File: config.mk
export PLATFORM = sky130hd
export DESIGN_NAME = sequence_gen
export DESIGN_NICKNAME = d
export VERILOG_FILES = /design/src/rtl/sequence_pkg.sv /design/src/rtl/seq_piso.sv /design/src/rtl/sequence_gen.sv
export SDC_FILE = /design/constraint.sdc
export NUM_CORES = 1
export LEC_CHECK = 0
export BUFFER_PORTS_ARGS = -buffer_cell sky130_fd_sc_hd__buf_4
export CORE_AREA = 2 2 64 66
export CTS_CLUSTER_SIZE = 12
export DETAILED_ROUTE_END_ITERATION = 12
export DIE_AREA = 0 0 66 68
export PLACE_DENSITY = 0.59
export SLEW_MARGIN = 10
export SYNTH_ARGS = -nofsm -noshare
export SYNTH_HDL_FRONTEND = slang
export SYNTH_SLANG_ARGS = --single-unit
File: constraint.sdc
create_clock -name clk -period 1.8 [get_ports clk]
set_clock_uncertainty 0.1 [all_clocks]
set_input_delay 0.09 -clock clk [delete_from_list [all_inputs] [get_ports clk]]
set_output_delay 0.09 -clock clk [all_outputs]
set_load 0.02 [all_outputs]
File: src/rtl/sequence_pkg.sv
// Shared types and constants for the serial pattern transmitter.
package sequence_pkg;

  typedef enum logic [1:0] {
    IDLE = 2'd0,
    SEND = 2'd1,
    GAP  = 2'd2,
    DONE = 2'd3
  } state_t;

  localparam logic [3:0] SEQ_DEFAULT = 4'b1011;

endpackage

File: src/rtl/seq_piso.sv
// Loadable parallel-in/serial-out shift register with a one-hot position marker
// that flags the last serial slot of a repetition (LEN slots per repetition).
module seq_piso #(
  parameter int SEQ_W = 4,
  parameter int LEN   = SEQ_W
) (
  input  logic             clk,
  input  logic             rst,
  input  logic             load_i,
  input  logic             shift_i,
  input  logic             clear_i,
  input  logic [SEQ_W-1:0] pattern_i,
  input  logic             ser_i,
  output logic             msb_o,
  output logic             last_o
);

  logic [SEQ_W-1:0] sr_q, sr_d;
  logic [LEN-1:0]   mark_q, mark_d;

  always_comb begin
    sr_d   = sr_q;
    mark_d = mark_q;
    if (clear_i) begin
      sr_d   = '0;
      mark_d = '0;
    end else if (load_i) begin
      sr_d   = pattern_i;
      mark_d = {{(LEN-1){1'b0}}, 1'b1};
    end else if (shift_i) begin
      // ser_i fills from the bottom; it reaches the MSB after SEQ_W shifts
      sr_d   = {sr_q[SEQ_W-2:0], ser_i};
      mark_d = {mark_q[LEN-2:0], 1'b0};
    end
  end

  always_ff @(posedge clk) begin
    if (rst) begin
      sr_q   <= '0;
      mark_q <= '0;
    end else begin
      sr_q   <= sr_d;
      mark_q <= mark_d;
    end
  end

  assign msb_o  = sr_q[SEQ_W-1];
  assign last_o = mark_q[LEN-1];

endmodule

File: src/rtl/sequence_gen.sv
// Serial pattern transmitter: sends a latched pattern MSB-first, repeat_n times,
// with optional idle gaps. Define SEQUENCE_GEN_PARITY_EN to append an even-parity bit.
module sequence_gen
  import sequence_pkg::*;
#(
  parameter int SEQ_W = 4,
  parameter int CNT_W = 4,
  parameter int GAP_W = 4
) (
  input  logic             clk,
  input  logic             rst,
  input  logic             start,
  input  logic [SEQ_W-1:0] pattern,
  input  logic [CNT_W-1:0] repeat_n,
  input  logic [GAP_W-1:0] gap,
  output logic             data,
  output logic             valid,
  output logic             busy,
  output logic             done
);

`ifdef SEQUENCE_GEN_PARITY_EN
  localparam int PAR_BITS = 1;
`else
  localparam int PAR_BITS = 0;
`endif
  localparam int LEN = SEQ_W + PAR_BITS;

  state_t           state_q;
  logic [SEQ_W-1:0] pat_q;
  logic [CNT_W-1:0] rep_q;
  logic [GAP_W-1:0] gap_q;
  logic [GAP_W-1:0] gcnt_q;
  logic             valid_q;
  logic             busy_q;
  logic             done_q;

  logic             load_d;
  logic             shift_d;
  logic             clear_d;
  logic [SEQ_W-1:0] load_pat_d;
  logic             ser_d;
  logic             last_bit;
  logic             more_reps;

`ifdef SEQUENCE_GEN_PARITY_EN
  logic par_q;

  always_ff @(posedge clk) begin
    if (rst) begin
      par_q <= 1'b0;
    end else if (state_q == IDLE && start) begin
      par_q <= ^pattern;
    end
  end

  assign ser_d = par_q;
`else
  assign ser_d = 1'b0;
`endif

  assign more_reps = (rep_q > CNT_W'(1));

  // Shift-register control for the coming edge
  always_comb begin
    load_d     = 1'b0;
    shift_d    = 1'b0;
    clear_d    = 1'b0;
    load_pat_d = pat_q;
    case (state_q)
      IDLE: begin
        if (start && repeat_n != '0) begin
          load_d     = 1'b1;
          load_pat_d = pattern;
        end
      end
      SEND: begin
        if (!last_bit) begin
          shift_d = 1'b1;
        end else if (more_reps && gap_q == '0) begin
          load_d = 1'b1;
        end else begin
          clear_d = 1'b1;
        end
      end
      GAP: begin
        if (gcnt_q == GAP_W'(1)) begin
          load_d = 1'b1;
        end
      end
      default: begin
      end
    endcase
  end

  seq_piso #(
    .SEQ_W(SEQ_W),
    .LEN  (LEN)
  ) u_piso (
    .clk      (clk),
    .rst      (rst),
    .load_i   (load_d),
    .shift_i  (shift_d),
    .clear_i  (clear_d),
    .pattern_i(load_pat_d),
    .ser_i    (ser_d),
    .msb_o    (data),
    .last_o   (last_bit)
  );

  always_ff @(posedge clk) begin
    if (rst) begin
      state_q <= IDLE;
      pat_q   <= '0;
      rep_q   <= '0;
      gap_q   <= '0;
      gcnt_q  <= '0;
      valid_q <= 1'b0;
      busy_q  <= 1'b0;
      done_q  <= 1'b0;
    end else begin
      case (state_q)
        IDLE: begin
          done_q <= 1'b0;
          if (start) begin
            pat_q  <= pattern;
            rep_q  <= repeat_n;
            gap_q  <= gap;
            busy_q <= 1'b1;
            if (repeat_n == '0) begin
              state_q <= DONE;
              done_q  <= 1'b1;
            end else begin
              state_q <= SEND;
              valid_q <= 1'b1;
            end
          end
        end
        SEND: begin
          if (last_bit) begin
            rep_q <= rep_q - CNT_W'(1);
            if (!more_reps) begin
              state_q <= DONE;
              valid_q <= 1'b0;
              done_q  <= 1'b1;
            end else if (gap_q != '0) begin
              state_q <= GAP;
              gcnt_q  <= gap_q;
              valid_q <= 1'b0;
            end
          end
        end
        GAP: begin
          gcnt_q <= gcnt_q - GAP_W'(1);
          if (gcnt_q == GAP_W'(1)) begin
            state_q <= SEND;
            valid_q <= 1'b1;
          end
        end
        DONE: begin
          state_q <= IDLE;
          done_q  <= 1'b0;
          busy_q  <= 1'b0;
        end
        default: state_q <= IDLE;
      endcase
    end
  end

  assign valid = valid_q;
  assign busy  = busy_q;
  assign done  = done_q;

endmodule

==> metrics.csv <==
metric,value,unit
maxCapViolations,0,
gp_congestion,0.869,
dieArea,0.00449,sq mm
fmax,572,MHz
p_int,0.00121,W
status,"finished, final reports clean",
crit_slowest_cell,dfxtp_4,
drive_above_1_share,31.7,%
end_kind,flop,
htreeDepth,2,
rsz0062_at_grt,yes,
finish.utilization,53.0,%
synth_top_area_share,39.7,%
cts.sinks,29,
worst_pin_slew,0.447,ns
dp_cells,254,
grt_pass1_wl,6350,microns
finalHoldViolCount,0,
synth_top_area_cell,dfxtp_1,
syn2layout_area_growth,39.8,%
clkPwrFrac,29.3,%
ir_worst_vdd,0.580,mV
firstDrtPassIters,4,
drt_iter0_drc,64,
grt_max_degree,22,
synth_compound_area_share,28.2,%
wl_per_cell,14.1,microns
synth_xor_xnor_area_share,0,%
required,1.87,ns
power_frac_comb,27.7,%
synthMuxAreaShare,3.08,%
cts_buffer_depth,2,
syn_inst,176,
num_antenna_cells,0,
core,0.00386,sq mm
path_cells,inv_4 -> ha_4 -> nor2_4 -> o31a_4 -> a311oi_4 -> nand3_1 -> o211a_1,
synth_fa_ha_area_share,3.42,%
seqPwrFrac,43.0,%
overflow,0,
via_count,1436,
netlist_area,0.00146,sq mm
multiInputGateArea,907,sq um
clk_latency,0.28,ns
cts-root-buf,clkbuf_8,
final_common_cell,buf_4,
die_w,66,microns
grt_pass1_vias,1402,
via_per_inst,5.24,
layout_common_cells,"buf_4, dfxtp_1, nand2_1",
hold_path.class,in2reg,
slew_viol_final,0,
cts.clk_slew.worst_paths,0.06,ns
synth_seq_cells,29,
max_stage_delay,0.36,ns
fillers,370,
synth_top_family_by_area,compound AO/OA/AOI/OAI gates,
worstSetupPathType,reg2reg,
seqCellArea,587,sq um
grt_usage,18.8,%
setup_viol,0,
syn_nets,195,
finalNetCount,242,
hpwl,2590,microns
row_count,23,
tns,0,ns
io_buffers,18,
cp_max_fo,5,
sw_frac_of_total,30.4,%
pin_count,19,
power.total,0.00173,W
seq_area_frac_synth,39.7,%
fin_cells,274,
start_util,37.9,%
placed_area,0.00175,sq mm
dieHeight,68,microns
worstPathArrival,1.82,ns
synthTopCellsByArea,"dfxtp_1, a21oi_1, nand2_1",
startpoint_type,flop,
numCtsBuffers,5,
synth-simple-area-share,21.0,%
drc_errors,0,
fin_crit_sh,97.1,%
synth_area_per_cell,8.30,sq um
ys_types,37,
ant_nets,0,
power_leakage,0.834,nW
min_period,1.75,ns
cts_tree,yes,
synth_warnings,0,
final_cell_area,0.00204,sq mm
power_density,849,mW/mm^2
slew_headroom,70.1,%
switchingPower,0.000527,W
wirelength,3870,microns
antenna_found_initial,0,
[registers in the layout, indices dropped and copies added (netlist names)]
register	cells
u_piso.mark_q	4
u_piso.sr_q	4
gap_q	4
state_q	2
valid	1
gcnt_q	4
rep_q	4
done	1
pat_q	4
busy	1
[cells in the mapped netlist]
master / instances
dfxtp_1: 29
nand2_1: 25
a21oi_1: 21
o21ai_0: 18
nor2_1: 14
inv_1: 7
clkbuf_1: 6
nand3_1: 6
ha_1: 4
mux2_2: 4
o211a_1: 4
a211oi_1: 3
a22oi_1: 3
a31oi_1: 3
nand2b_1: 3
nor3_1: 3
a21o_1: 2
o31a_2: 2
a2111oi_0: 1
a21boi_0: 1
a22o_1: 1
a2bb2oi_1: 1
a311oi_4: 1
and2b_2: 1
buf_2: 1
clkbuf_8: 1
nand2b_4: 1
nand3b_1: 1
nor2b_1: 1
nor3_2: 1
nor4_1: 1
nor4_4: 1
o21ba_2: 1
o31ai_1: 1
or3_1: 1
or3b_2: 1
or4_1: 1
[cell type report]
| class | instances | area share [%] |
|---|---|---|
| well taps | 50 | 3.06 |
| clock inverters | 2 | 0.490 |
| clock buffers | 6 | 3.55 |
| repair buffers | 47 | 18.2 |
| flip-flops and latches | 29 | 28.7 |
| inverters | 7 | 1.53 |
| multi-input cells | 133 | 44.4 |
[cells by family after synthesis]
kind of cell,count (synthesis)
AO/OA/AOI/OAI,63
AND/OR/NAND/NOR,61
flip-flops,29
buffers and inverters,15
multiplexers,4
adder cells (fa/ha/maj),4
[worst paths after layout]
kind / slack [ns] / start / endpoint / cells after the start
max reg2reg: 0.05 / rep_q[0] / u_piso.sr_q[2] / 7
min: 0.04 / rst / rep_q[3] / 2
max: 0.05 / rep_q[0] / u_piso.sr_q[2] / 7
min reg2reg: 0.36 / u_piso.mark_q[1] / u_piso.mark_q[2] / 2
[per-layer routing]
layer	up-vias	GRT usage [%]	wire length, microns
met4	0	6.89	61
met3	6	5.10	129
met1	671	21.3	1650
met2	32	34.1	2030
li1	727	-	-
met5	-	0	0
[through the flow]
| step | setup WS (ns) | hold WS (ns) |
|---|---|---|
| 2_1_floorplan | 0.0261 | 0.0815 |
| 3_3_place_gp | -0.0379 | 0.245 |
| 3_5_place_dp | -0.112 | 0.254 |
| 4_1_cts | -0.0112 | 0.0417 |
| 5_1_grt | -0.0386 | 0.0467 |
| 6_report | 0.0521 | 0.0395 |
[what timing repair did]
action                                  CTS  global route
hold buffers                              8             0
hold endpoints to repair                  8             0
gates cloned                              1             0
resized for setup                        14             9
endpoints found under the setup margin    8            13
pin swaps                                 5             6
setup buffers                             3             0
[power groups by stage]
stage	clock [W]	sequential, W	combinational, W
global placement	0	0.000746	0.000389
global route	0.000546	0.000752	0.000527
detailed placement	0	0.000749	0.000399
CTS	0.000523	0.000740	0.000466
finish	0.000508	0.000745	0.000480
floorplan	0	0.000753	0.000242
[worst max-delay path: cells and delay by family, from the launching register on]
family | cells | cell delay [ns]
AO/OA/AOI/OAI | 3 | 0.82
flip-flops | 1 | 0.36
buffers and inverters | 1 | 0.06
adder cells (fa/ha/maj) | 1 | 0.13
AND/OR/NAND/NOR | 2 | 0.16
Note: power is estimated with default switching activity, not from simulation.
